$ cat config.mk
export PLATFORM = sky130hd
export DESIGN_NAME = adder_serial_nbit
export DESIGN_NICKNAME = d
export VERILOG_FILES = /design/src/rtl/adder_serial_nbit.sv
export SDC_FILE = /design/constraint.sdc
export NUM_CORES = 1
export LEC_CHECK = 0
export BUFFER_PORTS_ARGS = -buffer_cell sky130_fd_sc_hd__buf_2
export CAP_MARGIN = 15
export CELL_PAD_IN_SITES_DETAIL_PLACEMENT = 1
export CELL_PAD_IN_SITES_GLOBAL_PLACEMENT = 1
export CORE_ASPECT_RATIO = 1.4
export CORE_MARGIN = 2
export CORE_UTILIZATION = 39
export DETAILED_ROUTE_END_ITERATION = 12
export GPL_TIMING_DRIVEN = 0
export PLACE_DENSITY_LB_ADDON = 0.12
export SYNTH_ARGS = -nofsm -noshare
export SYNTH_HDL_FRONTEND = slang
export SYNTH_SLANG_ARGS = --single-unit
export TNS_END_PERCENT = 5
$ cat constraint.sdc
create_clock -name clk -period 2.35 [get_ports clk]
set_input_delay 0 -clock clk [delete_from_list [all_inputs] [get_ports clk]]
set_output_delay 0 -clock clk [all_outputs]
set_load 0.01 [all_outputs]
$ cat src/rtl/adder_serial_nbit.sv
// Digit-serial N-bit adder/subtractor, W bits per clock.
// start/done handshake; reports carry-out and signed overflow.
module adder_serial_nbit #(
  parameter int N = 8,
  parameter int W = 2
) (
  input  logic         clk,
  input  logic         rst_n,
  input  logic         start,
  input  logic         sub,
  input  logic         cin,
  input  logic [N-1:0] a,
  input  logic [N-1:0] b,
  output logic         busy,
  output logic         done,
  output logic [N-1:0] sum,
  output logic         carryout,
  output logic         overflow
);

  localparam int WS = (W < 1) ? 1 : W;
  localparam int D  = N / WS;
  localparam int CW = (D > 1) ? $clog2(D) : 1;

  generate
    if (N < 1 || W < 1 || W > N || (N % WS) != 0) begin : g_bad
      $error("adder_serial_nbit: need 1 <= W <= N and N %% W == 0");
    end
  endgenerate

  typedef enum logic [1:0] {
    S_IDLE,
    S_RUN,
    S_DONE
  } state_t;

  state_t        state;
  logic [N-1:0]  opa;
  logic [N-1:0]  opb;
  logic [N-1:0]  acc;
  logic          carry;
  logic [CW-1:0] cnt;

  logic [W-1:0]  da;
  logic [W-1:0]  db;
  logic [W:0]    dsum;
  logic [N-1:0]  acc_nxt;
  logic          last;

  // Digits enter at the top of acc and shift down, so after D
  // steps digit 0 sits in the low bits.
  always_comb begin
    da      = W'(opa >> (int'(cnt) * W));
    db      = W'(opb >> (int'(cnt) * W));
    dsum    = {1'b0, da} + {1'b0, db} + {{W{1'b0}}, carry};
    acc_nxt = (acc >> W) | (N'(dsum[W-1:0]) << (N - W));
    last    = (cnt == CW'(D - 1));
  end

  always_ff @(posedge clk or negedge rst_n) begin
    if (!rst_n) begin
      state    <= S_IDLE;
      opa      <= '0;
      opb      <= '0;
      acc      <= '0;
      carry    <= 1'b0;
      cnt      <= '0;
      busy     <= 1'b0;
      done     <= 1'b0;
      sum      <= '0;
      carryout <= 1'b0;
      overflow <= 1'b0;
    end else begin
      unique case (state)
        S_IDLE, S_DONE: begin
          done <= 1'b0;
          if (start) begin
            opa   <= a;
            opb   <= sub ? ~b : b;
            carry <= sub ? 1'b1 : cin;
            cnt   <= '0;
            acc   <= '0;
            busy  <= 1'b1;
            state <= S_RUN;
          end else begin
            busy  <= 1'b0;
            state <= S_IDLE;
          end
        end
        S_RUN: begin
          acc   <= acc_nxt;
          carry <= dsum[W];
          cnt   <= cnt + 1'b1;
          if (last) begin
            sum      <= acc_nxt;
            carryout <= dsum[W];
            overflow <= (opa[N-1] == opb[N-1]) &&
                        (acc_nxt[N-1] != opa[N-1]);
            busy     <= 1'b0;
            done     <= 1'b1;
            state    <= S_DONE;
          end
        end
        default: begin
          busy  <= 1'b0;
          done  <= 1'b0;
          state <= S_IDLE;
        end
      endcase
    end
  end

endmodule

-- Word level (Yosys, flattened, before mapping)
Cells that the tools add are included.
Widths: inputs -> output; s select.
- $add $sub $neg: 3
- reductions and logical operators: 7
- muxes and demuxes: 16
- equal/unequal tests: 7
- shifts and indexed selects: 2
- bitwise operators: 2
- operators by type and width (cell ; number):
    $mux 8 ; 2
    $pmux 8 s2 ; 1
    $shr 8x3->2 ; 2
    $not 8->8 ; 1
    $or 6x8->8 ; 1
    $pmux 2 s2 ; 2
    $mux 1 ; 7
    $reduce_and 2->1 ; 3
    $eq 2x2->1 const B ; 2
    $mux 2 ; 2
    $ne 2x2->1 const B ; 2
    $pmux 1 s2 ; 2
    $add 2x2->3 ; 1
    $add 3x1->3 ; 1
    $add 2x1->2 const B ; 1
    $eq 2x1->1 const B ; 1
    $logic_not 2->1 ; 1
    $reduce_bool 2->1 ; 1
    $reduce_or 2->1 ; 1
    $eq 1x1->1 ; 1
    $logic_and 1x1->1 ; 1
    $ne 1x1->1 ; 1
- output and inout port bits: 12
- bits of input ports: 21
- bits in registers: 41
- word-level logic and storage cells: 48

-- Logic depth before layout (Yosys ltp)
- word-level depth: 6
- depth in mapped cells: 9
- mapped depth without buffers: 8

-- Least setup slack after synthesis
No wires, ideal clock.
- path kind: flip-flop to flip-flop
- from: register cnt[0]
- to: register overflow
- path buffers: 1
- stages on the path, launching flop included: 10
- setup slack: 0.029 ns
- required time: 2.221 ns
- setup time: 0.129 ns
- arrival: 2.192 ns
- cells stage by stage: dfrtp_1 -> buf_2 -> mux4_2 -> inv_1 -> fa_1 -> inv_1 -> fa_1 -> and3b_1 -> a21oi_1 -> o21ai_0
- word-level cells in the longest chain between the ends: 6
- ends and longest elaborated chain (item ; line ; source):
    start: declaration ; 42 ; logic [CW-1:0] cnt;
    start signal: assignment ; 93 ; cnt <= cnt + 1'b1;
    $shr 8x3->2, on equally long branches ; 53, 54 ;
    $add 2x2->3 (*) ; 55 ; dsum = {1'b0, da} + {1'b0, db} + {{W{1'b0}}, carry};
    $add 3x1->3 (*) ; 55 ;
    $or 6x8->8 (*) ; 56 ; acc_nxt = (acc >> W) | (N'(dsum[W-1:0]) << (N - W));
    via acc_nxt[7] ; 47 ; logic [N-1:0] acc_nxt;
    $ne 1x1->1 (*) ; 98 ; (acc_nxt[N-1] != opa[N-1]);
    $logic_and 1x1->1 (*) ; 97 ; overflow <= (opa[N-1] == opb[N-1]) &&
    end signal: assignment ; 97 ;
    end: declaration ; 18 ; output logic overflow
Mark *: on every way through the listed nets, which the timed path passes. The rest lies on a longest branch.
A chain may end at the register's enable or synchronous reset.

-- Final worst setup path
- from: register cnt[0]
- to: register sum[7]
- word-level cells in the longest chain between the ends: 4
- ends and longest elaborated chain (item ; line ; source):
    $shr 8x3->2, on equally long branches ; 53, 54 ;
    $add 2x2->3 (*) ; 55 ;
    $add 3x1->3 (*) ; 55 ;
    $or 6x8->8 (*) ; 56 ;
    via acc_nxt[7] ; 47 ;
    end signal: assignment ; 95 ; sum <= acc_nxt;
    end: declaration ; 16 ; output logic [N-1:0] sum,
Marked as above.

==> impl_metrics.env <==
export IMPL_cp_start_kind="register"
export IMPL_crit_chain="buf_6 -> mux4_2 -> inv_2 -> fa_1 -> inv_2 -> fa_2 -> buf_4 -> mux2_2"
export IMPL_ys_seq_elements=38
export IMPL_relSlewSlack_pct=43.4
export IMPL_dpl_hpwl_um=2440
export IMPL_busiest_layer="met2"
export IMPL_antenna_left=0
export IMPL_cpMostUsedCell="inv_2"
export IMPL_slowest_stage="fa_2"
export IMPL_drv_cap=0
export IMPL_seq_area_frac_synth_pct=57.3
export IMPL_vias_per_cell=5.08
export IMPL_fp_dieH_um=81.2
export IMPL_reg2reg_slack_ps=-10
export IMPL_fp_coreArea_um2=4170
export IMPL_met3_usage_pct=5.25
export IMPL_cts_buffer_depth=2
export IMPL_clkLatencyLatePin_ps=280
export IMPL_fmax_mhz=424
export IMPL_htree_levels=2
export IMPL_synth_distinct_cells=26
export IMPL_cts_root_buffer="clkbuf_8"
export IMPL_drive_gt1_share_pct=40.2
export IMPL_die_x_um=59.1
export IMPL_syn_num_nets=149
export IMPL_path_class="register to register"
export IMPL_rsz0062_at_grt="true"
export IMPL_grt_overflow=0
export IMPL_period_needed_ps=2360
export IMPL_drt_initial_drc_count=31
export IMPL_num_vias=1137
export IMPL_worst_pin_slew_ps=850
export IMPL_setup_viol_count_final=1
export IMPL_route_detailed_drc=0
export IMPL_ir_worst_vdd_mv=0.510
export IMPL_grt_usage_pct=17.1
export IMPL_arrival_ps=2530
export IMPL_antenna_cells=0
export IMPL_grt_first_pass_wirelength_um=5920
export IMPL_required_ps=2520
export IMPL_crit_family="adder cells"
export IMPL_p_per_area_nw_per_um2=1450
export IMPL_syn_inst=125
export IMPL_fin_ws_ps=-9.87
export IMPL_grt_pass1_vias=1211
export IMPL_placed_cells_incl_taps=201
export IMPL_instances_no_fill=224
export IMPL_rows=28
export IMPL_synth_area_leaders="dfrtp_1 57%, mux2_2 11%, mux4_2 5.4%"
export IMPL_drv_slew=0
export IMPL_hold_path_class="primary input to register"
export IMPL_num_io_pins=33
export IMPL_grt_start_max_net_pins=39
export IMPL_hold_violations=0
export IMPL_power_total_mw=3.06
export IMPL_violations="negative setup slack"
export IMPL_synth_top_area_share_pct=57.3
export IMPL_cp_max_fo=4
export IMPL_syn_cell_area_um2=1660
export IMPL_cts_tree="done"
export IMPL_met1_usage_pct=19.8
export IMPL_initial_core_util_pct=39.8
export IMPL_dieArea_um2=4800
export IMPL_post_drt_wl_per_cell_um=15.1
export IMPL_max_stage_delay_ps=460
export IMPL_critPathBufInv=4
export IMPL_fin_skew_ps=3.38
export IMPL_fillers=458
export IMPL_io_buffer_count=31
export IMPL_yosysTopAreaCell="dfrtp_1"
export IMPL_finalCritPeriodShare_pct=100
export IMPL_routed_wl_um=3390
export IMPL_area_growth_pct=27.1
export IMPL_grt_met2_usage_pct=28.7
export IMPL_clkSinkCount=38
export IMPL_clkTransAtPathRegs_ps=70
export IMPL_status="finished with violations"
export IMPL_cts_buffers=5
export IMPL_antenna_found_initial=0
export IMPL_nets=203
export IMPL_setup_worst_path_end_class="register"
export IMPL_yosys_warnings=0
export IMPL_p_leak_nw=1.00
export IMPL_gp_congestion=0.746
export IMPL_syn_mean_instance_area_um2=13.3
export IMPL_first_pass_iters=4
==> Yosys cell counts <==
library cell / count
inv_1: 6
ha_1: 1
nor2_1: 3
nor2b_1: 1
mux4_2: 4
buf_2: 3
nand3b_1: 1
and3b_1: 1
nand3_1: 1
nand2_1: 10
fa_1: 2
a221o_1: 1
mux2_2: 16
o31ai_1: 1
a22o_1: 6
xnor2_1: 8
o2bb2ai_1: 1
clkbuf_2: 1
a21oi_1: 1
clkbuf_1: 1
nand2b_1: 2
buf_4: 1
buf_6: 2
and2_1: 1
dfrtp_1: 38
o21ai_0: 12
==> where the power goes <==
part / switching (mW) / leakage (nW) / internal (mW)
clock: 0.210 / 0.0383 / 0.204
sequential: 0.187 / 0.468 / 0.971
combinational: 0.646 / 0.496 / 0.841
==> area by class of cell <==
type	count	area [um^2]	area share (%)
Sequential cell	38	951	45.1
Multi-Input combinational cell	73	638	30.2
Timing Repair Buffer	47	305	14.5
Clock buffer	7	76.3	3.62
Buffer	8	60.1	2.85
Tap cell	45	56.3	2.67
Inverter	6	22.5	1.07
==> stage by stage <==
step / worst slack, ps / hold slack (ps) / cell area, um^2 / setup TNS (ps) / utilization (%)
floorplan: 28.7 / -296 / 1660 / 0 / -
global placement: -159 / 141 / 1870 / -159 / 44.9
detailed placement: -197 / 166 / 1870 / -231 / 44.9
CTS: 2.31 / 1.60 / 2110 / 0 / 50.5
global route: -86.1 / 8.29 / 2110 / -175 / 50.6
finish: -9.87 / 0.884 / 2110 / -9.87 / 50.6
==> per-layer routing <==
metal	up-vias	wire length (um)	share of wire (%)
met5	-	0	0
met4	0	65	1.9
met3	7	126	3.7
met2	25	1860	55
met1	571	1330	39
li1	534	-	-
==> cells by family after synthesis <==
logic type,count (synthesis),share of synthesized area [%]
adders and majority gates,3,3.17
xor gates and xnor gates,8,4.22
AOI/OAI and AO/OA,22,8.67
muxes,20,16.3
DFF,38,57.3
and+or+nand+nor,20,5.73
buffers and inverters,14,4.60
==> what timing repair did <==
item	in CTS	in global routing
endpoints found under the setup margin	2	3
buffers inserted	4	0
hold endpoints to repair	49	0
pin swaps	1	1
hold buffers	12	0
resized for setup	3	5
==> registers in the layout, summed over array words and instances, names as in the netlist <==
register and count:
opa 8, carryout 1, opb 8, busy 1, state 1, overflow 1
carry 1, cnt 2, acc 6, sum 8, done 1
==> cells in the final DEF, fill, tap and decap left out, drive strengths merged, types with 2 or more instances in the layout <==
cell type	Yosys	layout
a22o	6	6
nand2b	2	2
mux4	4	4
nand2	10	10
clkbuf	2	9
dlygate4sd3	0	12
xnor2	8	8
o21ai	12	12
dfrtp	38	38
mux2	16	16
buf	6	41
fa	2	2
inv	6	6
nor2	3	3
==> final timing paths <==
kind,startpoint,to,depth (start not counted)
max,cnt[0],sum[7],8
min,b[5],opb[5],3
max reg2reg,cnt[0],sum[7],8
min reg2reg,overflow,overflow,2
max in group asynchronous,rst_n,opa[7],2
min in group asynchronous,rst_n,busy,2
==> tightest hold or removal path, cell delays in order <==
cell     delay (ps)
buf_2            80
xnor2_1         100
o21ai_0          60
Power figures use the tool's default switching activity.
